<file path="src/rtl/overlay_pkg.sv">
`default_nettype none
// ----------------------------------------------------------------------
// overlay_pkg: shared scheduler states and coordinate constants
// Revision: 1.0
// ----------------------------------------------------------------------
package overlay_pkg;

  localparam int COORD_W = 13;

  localparam logic [COORD_W-1:0] X_MAX_DEF = 13'd639;
  localparam logic [COORD_W-1:0] Y_MAX_DEF = 13'd479;

  typedef enum logic [1:0] {
    IDLE = 2'd0,
    ARM  = 2'd1,
    RUN  = 2'd2
  } sched_state_e;

endpackage
`default_nettype wire

</file>
<file path="src/rtl/marker_hold_timer.sv">
`default_nettype none
// ----------------------------------------------------------------------
// marker_hold_timer: keeps the overlay marker lit for HOLD_FRAMES frames
// Revision: 1.0
// ----------------------------------------------------------------------
module marker_hold_timer #(
  parameter int HOLD_FRAMES = 30
) (
  input  logic clk_i,
  input  logic rst_ni,
  input  logic frame_tick_i,
  input  logic commit_i,
  input  logic commit_valid_i,
  output logic finished_o
);
  import overlay_pkg::*;

  localparam int HC_W = $clog2(HOLD_FRAMES + 1);
  localparam logic [HC_W-1:0] HC_RELOAD = HC_W'(HOLD_FRAMES - 1);
  localparam logic [HC_W-1:0] HC_ONE    = HC_W'(1);

  logic [HC_W-1:0] hold_cnt_q, hold_cnt_d;
  logic            finished_q, finished_d;

  // The commit frame itself counts as the first visible frame, hence the -1 reload.
  always_comb begin
    hold_cnt_d = hold_cnt_q;
    finished_d = finished_q;
    if (frame_tick_i) begin
      if (commit_i) begin
        finished_d = commit_valid_i;
        hold_cnt_d = commit_valid_i ? HC_RELOAD : '0;
      end else if (hold_cnt_q != '0) begin
        hold_cnt_d = hold_cnt_q - HC_ONE;
      end else begin
        finished_d = 1'b0;
      end
    end
  end

  always_ff @(posedge clk_i or negedge rst_ni) begin
    if (!rst_ni) begin
      hold_cnt_q <= '0;
      finished_q <= 1'b0;
    end else begin
      hold_cnt_q <= hold_cnt_d;
      finished_q <= finished_d;
    end
  end

  assign finished_o = finished_q;

endmodule
`default_nettype wire

</file>
<file path="src/rtl/marker_result_sched.sv">
`default_nettype none
// ----------------------------------------------------------------------
// marker_result_sched: starts the position search once per frame and
// double-buffers its result for the overlay.   Revision: 1.0
// ----------------------------------------------------------------------
module marker_result_sched #(
  parameter int                 COORD_W        = overlay_pkg::COORD_W,
  parameter logic [COORD_W-1:0] X_MAX          = COORD_W'(overlay_pkg::X_MAX_DEF),
  parameter logic [COORD_W-1:0] Y_MAX          = COORD_W'(overlay_pkg::Y_MAX_DEF),
  parameter int                 HOLD_FRAMES    = 30,
  parameter int                 TIMEOUT_FRAMES = 4
) (
  input  logic               iCLK,
  input  logic               iRST,
  input  logic               iEnable,
  input  logic               iFrameStart,
  input  logic               iDone,
  input  logic [COORD_W-1:0] iXres,
  input  logic [COORD_W-1:0] iYres,
  input  logic               iFound,
  output logic               oStart,
  output logic               oAbort,
  output logic [COORD_W-1:0] oXresult,
  output logic [COORD_W-1:0] oYresult,
  output logic               oFinished,
  output logic [7:0]         oTimeoutCnt,
  output logic               oBusy
);
  import overlay_pkg::*;

  localparam int FC_W = $clog2(TIMEOUT_FRAMES + 1);
  localparam logic [FC_W-1:0] FC_LAST = FC_W'(TIMEOUT_FRAMES);
  localparam logic [FC_W-1:0] FC_ONE  = FC_W'(1);

  sched_state_e       state_q, state_d;
  logic [FC_W-1:0]    frame_cnt_q, frame_cnt_d;
  logic [COORD_W-1:0] shadow_x_q, shadow_x_d;
  logic [COORD_W-1:0] shadow_y_q, shadow_y_d;
  logic               shadow_v_q, shadow_v_d;
  logic               pend_q, pend_d;
  logic               start_q, start_d;
  logic               abort_q, abort_d;
  logic               busy_q;
  logic [7:0]         tmo_q, tmo_d;
  logic [COORD_W-1:0] x_q, x_d;
  logic [COORD_W-1:0] y_q, y_d;

  logic collide;
  logic frame_tick;
  logic commit;

  // A done landing on a frame start swallows that frame start entirely.
  assign collide    = (state_q == RUN) && iDone && iFrameStart;
  assign frame_tick = iFrameStart && !collide;
  assign commit     = frame_tick && pend_q && iEnable;

  always_comb begin
    state_d     = state_q;
    frame_cnt_d = frame_cnt_q;
    shadow_x_d  = shadow_x_q;
    shadow_y_d  = shadow_y_q;
    shadow_v_d  = shadow_v_q;
    pend_d      = pend_q;
    start_d     = 1'b0;
    abort_d     = 1'b0;
    tmo_d       = tmo_q;
    x_d         = x_q;
    y_d         = y_q;

    if (commit) begin
      pend_d = 1'b0;
      if (shadow_v_q) begin
        x_d = shadow_x_q;
        y_d = shadow_y_q;
      end
    end

    if (!iEnable) begin
      state_d = IDLE;
      pend_d  = 1'b0;
      abort_d = (state_q == RUN);
    end else begin
      unique case (state_q)
        IDLE: state_d = ARM;
        ARM: begin
          if (iFrameStart) begin
            start_d     = 1'b1;
            frame_cnt_d = '0;
            state_d     = RUN;
          end
        end
        RUN: begin
          if (iDone) begin
            shadow_x_d = iXres;
            shadow_y_d = iYres;
            shadow_v_d = iFound && (iXres <= X_MAX) && (iYres <= Y_MAX);
            pend_d     = 1'b1;
            state_d    = ARM;
          end else if (iFrameStart) begin
            frame_cnt_d = frame_cnt_q + FC_ONE;
            if (frame_cnt_d == FC_LAST) begin
              abort_d = 1'b1;
              tmo_d   = (tmo_q == 8'd255) ? tmo_q : tmo_q + 8'd1;
              state_d = ARM;
            end
          end
        end
        default: state_d = IDLE;
      endcase
    end
  end

  always_ff @(posedge iCLK or negedge iRST) begin
    if (!iRST) begin
      state_q     <= IDLE;
      frame_cnt_q <= '0;
      shadow_x_q  <= '0;
      shadow_y_q  <= '0;
      shadow_v_q  <= 1'b0;
      pend_q      <= 1'b0;
      start_q     <= 1'b0;
      abort_q     <= 1'b0;
      busy_q      <= 1'b0;
      tmo_q       <= 8'd0;
      x_q         <= '0;
      y_q         <= '0;
    end else begin
      state_q     <= state_d;
      frame_cnt_q <= frame_cnt_d;
      shadow_x_q  <= shadow_x_d;
      shadow_y_q  <= shadow_y_d;
      shadow_v_q  <= shadow_v_d;
      pend_q      <= pend_d;
      start_q     <= start_d;
      abort_q     <= abort_d;
      busy_q      <= (state_d == RUN);
      tmo_q       <= tmo_d;
      x_q         <= x_d;
      y_q         <= y_d;
    end
  end

  marker_hold_timer #(
    .HOLD_FRAMES (HOLD_FRAMES)
  ) u_hold (
    .clk_i          (iCLK),
    .rst_ni         (iRST),
    .frame_tick_i   (frame_tick),
    .commit_i       (commit),
    .commit_valid_i (shadow_v_q),
    .finished_o     (oFinished)
  );

  assign oStart      = start_q;
  assign oAbort      = abort_q;
  assign oXresult    = x_q;
  assign oYresult    = y_q;
  assign oTimeoutCnt = tmo_q;
  assign oBusy       = busy_q;

endmodule
`default_nettype wire

</file>
<file path="config.mk">
export PLATFORM = sky130hd
export DESIGN_NAME = marker_result_sched
export DESIGN_NICKNAME = d
export VERILOG_FILES = /design/src/rtl/overlay_pkg.sv /design/src/rtl/marker_hold_timer.sv /design/src/rtl/marker_result_sched.sv
export SDC_FILE = /design/constraint.sdc
export NUM_CORES = 1
export LEC_CHECK = 0
export CORE_ASPECT_RATIO = 1.25
export CORE_MARGIN = 4
export CORE_UTILIZATION = 54
export DETAILED_ROUTE_END_ITERATION = 8
export PLACE_DENSITY = 0.89
export SLEW_MARGIN = 20
export SYNTH_ARGS = -nofsm -noshare
export SYNTH_HDL_FRONTEND = slang
export SYNTH_SLANG_ARGS = --single-unit
</file>
<file path="constraint.sdc">
create_clock -name iCLK -period 4.1 [get_ports iCLK]
set_input_delay 0.82 -clock iCLK [delete_from_list [all_inputs] [get_ports iCLK]]
set_output_delay 0.82 -clock iCLK [all_outputs]
set_load 0.02 [all_outputs]
</file>
* Word-level counts from Yosys, hierarchy flattened
Cells that the tools add are included.
** Word-level totals
- Register bits :: 76
- Output and inout port bits :: 38
- Word-level logic and storage cells :: 75
** Cells by class
- $add $sub $neg :: 3
- Magnitude comparators :: 2
- Eq/ne operators :: 9
- Multiplexer cells :: 27
- Bitwise operators :: 2
- Reductions and logical operators :: 18
** Operators by type and width (count)
- $mux 5 :: 3
- $mux 1 :: 14
- $le 13x10->1 const B :: 1
- $le 13x9->1 const B :: 1
- $mux 2 :: 5
- $mux 3 :: 3
- $add 8x1->8 const B :: 1
- $eq 8x8->1 const B :: 1
- $ne 2x2->1 const B :: 4
- $logic_and 1x1->1 :: 7
- $pmux 2 s3 :: 1
- $pmux 3 s2 :: 1
- $reduce_and 2->1 :: 3
- $reduce_and 6->1 :: 1
- $reduce_and 5->1 :: 1
- $reduce_bool 5->1 :: 1
- $sub 5x1->5 const B :: 1
- $eq 2x2->1 const B :: 2
- $reduce_bool 2->1 :: 2
- $add 3x1->3 const B :: 1
- $eq 3x3->1 const B :: 1
- $reduce_and 3->1 :: 1
- $eq 2x1->1 const B :: 1
- $logic_not 2->1 :: 1
- 2 further kinds :: 3

* Logic depth before layout (Yosys ltp)
- Depth in word-level cells :: 11
- Depth in mapped cells :: 6

* Modules after synthesis
Synthesis repeated with hierarchy kept, for this count alone.
** Second synthesis, totals
- Cell total of the unflattened synthesis :: 239
- Area, all modules :: 3360.7 um^2
** Modules (own cells, without submodules)
- marker_result_sched :: instances 1, cells each 203, area each 3004.1 um^2, seq. area each 1751.7 um^2
- marker_hold_timer :: instances 1, cells each 36, area each 356.6 um^2, seq. area each 150.1 um^2

* Worst setup path after synthesis
No wires, ideal clock.
- Path kind :: input to register
- From :: input port iFrameStart
- To :: register tmo_q[1] (netlist: oTimeoutCnt[1])
- Setup time :: 125 ps
- Arrival time :: 2123 ps
- Setup slack :: 1852 ps
- Stages :: 6
- Buffers on the path :: 2
- Cell sequence :: clkbuf_1 nand2_1 or3b_1 buf_6 or2_4 mux2_4
** On the way
- Cells in the longest elaborated chain, start to end :: 1
** Ends and longest elaborated chain
- start, declared :: line marker_result_sched.sv:16 : input logic iFrameStart,
- $reduce_and 6->1 (no source line)
- end signal, assigned :: line marker_result_sched.sv:137 : tmo_q <= tmo_d;
- end, declared :: line marker_result_sched.sv:44 : logic [7:0] tmo_q, tmo_d;
Every way passes these cells.
A chain may end at the register's enable or synchronous reset.

* Final worst setup path
- From :: input port iEnable
- To :: register y_q[11] (netlist: oYresult[11])
** On the way
- Cells in the longest elaborated chain, start to end :: 2
** Ends and longest elaborated chain
- start, declared :: line marker_result_sched.sv:15 : input logic iEnable,
- $logic_and 1x1->1 :: line marker_result_sched.sv:55 : assign commit = frame_tick && pend_q && iEnable;
- $reduce_and 2->1 (no source line)
- end signal, assigned :: line marker_result_sched.sv:139 : y_q <= y_d;
- end, declared :: line marker_result_sched.sv:46 : logic [COORD_W-1:0] y_q, y_d;
Every way passes these cells.

==> metrics.cfg <==
[run_status]
status=finished, final reports clean

[clocking]
cts_hold_buffers=0
root_buffer=clkbuf_8
clk_pin_slew_ps=80
cts_max_path_buffers=2
post_cts.repair.setup_buffers=0
cts.repair.resized=0
clock_latency_ps=340
clock_sinks=76
cts_tree=yes
htreeDepth=3
cts_made_buffers=9

[drt]
wl_met3_um=354
wl_met1_um=2720
antenna_left=0
wl_per_cell_um=17.5
wl_um=6800
dr_wl_met2_um=3620
post-route-drc-count=0
drt_iter0_markers=124
routed.top_layer=met4
avgViaCountPerCell=5.67
detail_route.first_pass.iterations=4
vias=2206

[floorplanning]
pin_count=70
fp.dieH_um=94.4
core_um2=5780
start_util_pct=55.8
num_rows=31
die_w_um=77.1
dieArea_um2=7280

[setup_path]
path_max_fanout=27
crit_arrival_ps=2830
critPathRequiredTime_ps=4320
cp-start-kind=input pin
cp-end-kind=register
setup.worst_path.class=in2reg

[final_layout]
fin_nets=355
final_area_um2=4130
diodes=0
drive_above_1_share_pct=23.8
syn_to_final_growth_pct=28.1

[placed_design]
dp_slack_ps=1150
dpl.hpwl_um=4670
portBuffers=69
gp_congestion=0.814
place_area_um2=3960

[timing]
period_share_pct=63.6
tns_ps=0
rsz0062_at_grt=false
fin_ws_ps=1490
setup_viol=0
slew_headroom_pct=55.3
finalHoldViolations=0
worstMarginPinSlew_ps=670
whs_ps=490
final.setup_skew_ps=8.48
min_period_ps=2610
max_freq_mhz=384
final_max_slew_viol_count=0

[hold_path]
hp-class=in2async

[power_and_ir_drop]
p_per_area_nw_per_um2=400
fin_total_pwr_w=0.00165
vdd_drop_max_mv=0.393
p_leak_nw=1.91

[logic_synthesis]
syn_area_per_cell_um2=13.2
ys.flop_type=dfrtp_1
synthCells=245
synth-edff-count=0
syn_area_um2=3220
synth_seq_cells=76
yosys_warnings=0
synth_fp_nets=282
async_reset_ff_share_pct=100
synth_seq_area_share_pct=59.0
synth_cell_types=40

[global_route]
grt_pass1_wl_um=11100
grt_pass1_vias=2306
track_usage_pct=19.9
grt_antenna_before_repair=0
grt_max_degree=53
grt_overflow_total=0

[flow_run]
cap_violations=0

## metal layers
layer  vias to the layer above  global-route usage (%)
li1                       1019                       -
met1                      1117                    22.9
met2                        61                    35.0
met3                         9                    5.73
met4                         0                    8.16
met5                         -                       0
## where the power goes
part / internal, W / total [W] / switching [W] / leakage [nW]
combinational: 0.000139 / 0.000262 / 0.000123 / 0.821
clock: 0.000218 / 0.000494 / 0.000275 / 0.0783
sequential: 0.000841 / 0.000895 / 0.0000546 / 1.02
total: 0.00120 / 0.00165 / 0.000453 / 1.91
## cells in the final DEF (no fill, tap or decap), types with 2 or more instances in the layout
cell / count
nor3_1: 4
ha_1: 5
nand4_1: 4
o21ai_0: 14
clkdlybuf4s50_1: 68
nor2_1: 7
clkinv_2: 2
o21bai_1: 3
nand3_1: 4
nand2_1: 11
dfrtp_1: 76
clkbuf_8: 9
clkinvlp_4: 3
nor2b_1: 4
a21oi_1: 8
a31oi_1: 2
nand2b_1: 3
o22ai_1: 2
inv_1: 6
mux2_2: 53
nor3b_1: 3
buf_4: 3
nor4_1: 3
a22oi_1: 2
xor2_1: 5
## Yosys cell counts (all sizes together), types with 2 or more instances
| master | n | area (µm²) |
|---|---|---|
| nor2 | 7 | 26.3 |
| inv | 6 | 22.5 |
| o22ai | 2 | 12.5 |
| nand3 | 5 | 30.0 |
| a21oi | 8 | 40.0 |
| nor2b | 4 | 25.0 |
| clkbuf | 2 | 7.51 |
| mux2 | 54 | 612 |
| a22oi | 2 | 15.0 |
| buf | 7 | 41.3 |
| nand4 | 4 | 25.0 |
| nor4 | 3 | 18.8 |
| o21ai | 14 | 70.1 |
| a31oi | 2 | 12.5 |
| nor3 | 4 | 20.0 |
| nand2 | 11 | 41.3 |
| ha | 5 | 62.6 |
| nand2b | 3 | 18.8 |
| o21bai | 3 | 22.5 |
| xor2 | 5 | 43.8 |
| dfrtp | 76 | 1900 |
| nor3b | 3 | 22.5 |
## worst paths after layout
| kind | cells past startpoint | slack [ps] | end | from |
|---|---|---|---|---|
| max in group asynchronous | 2 | 2820 | shadow_y_q[11] | iRST |
| min in group iCLK | 1 | 510 | oYresult[7] | shadow_y_q[7] |
| worst min register to register | 1 | 510 | oYresult[7] | shadow_y_q[7] |
| worst min-delay path | 1 | 490 | shadow_y_q[3] | iRST |
| worst max register to register | 5 | 1970 | oTimeoutCnt[1] | frame_cnt_q[0] |
| worst max-delay path | 4 | 1490 | oYresult[11] | iEnable |
## cells by family (layout without fill, tap and decap cells)
family	count (synthesis)	count (layout)	share of synthesized area, %
AND/OR/NAND/NOR	54	54	9.82
adder cells (fa/ha/maj)	5	5	1.94
AO/OA/AOI/OAI	34	34	6.09
buffers and inverters	15	93	2.21
flip-flops	76	76	59.0
multiplexers	55	55	19.3
XOR/XNOR	6	6	1.63
## flip-flops by register name (all words and copies together), names as in the netlist, 2 cells and up
signal,count
state_q,2
frame_cnt_q,3
oXresult,13
shadow_x_q,13
shadow_y_q,13
oYresult,13
oTimeoutCnt,8
u_hold.hold_cnt_q,5
## layout make-up
type / instances / area [µm²]
clock inverters: 6 / 41.3
multi-input cells: 154 / 1250
inverters: 6 / 22.5
clock buffers: 10 / 128
flip-flops and latches: 76 / 1900
well taps: 66 / 82.6
fillers: 376 / 1650
repair buffers: 71 / 703
## critical path, cell delays in order
cell             delay (ps)
clkdlybuf4s50_1         660
and3_2                  310
nand3_2                 540
mux2_2                  500
## stage by stage
step	util [%]	instances
final	71.4	389
after global routing	71.4	389
after CTS	71.4	389
after detailed placement	68.5	373
after global placement	68.5	373
after floorplan	-	245
Power figures use the tool's default switching activity.
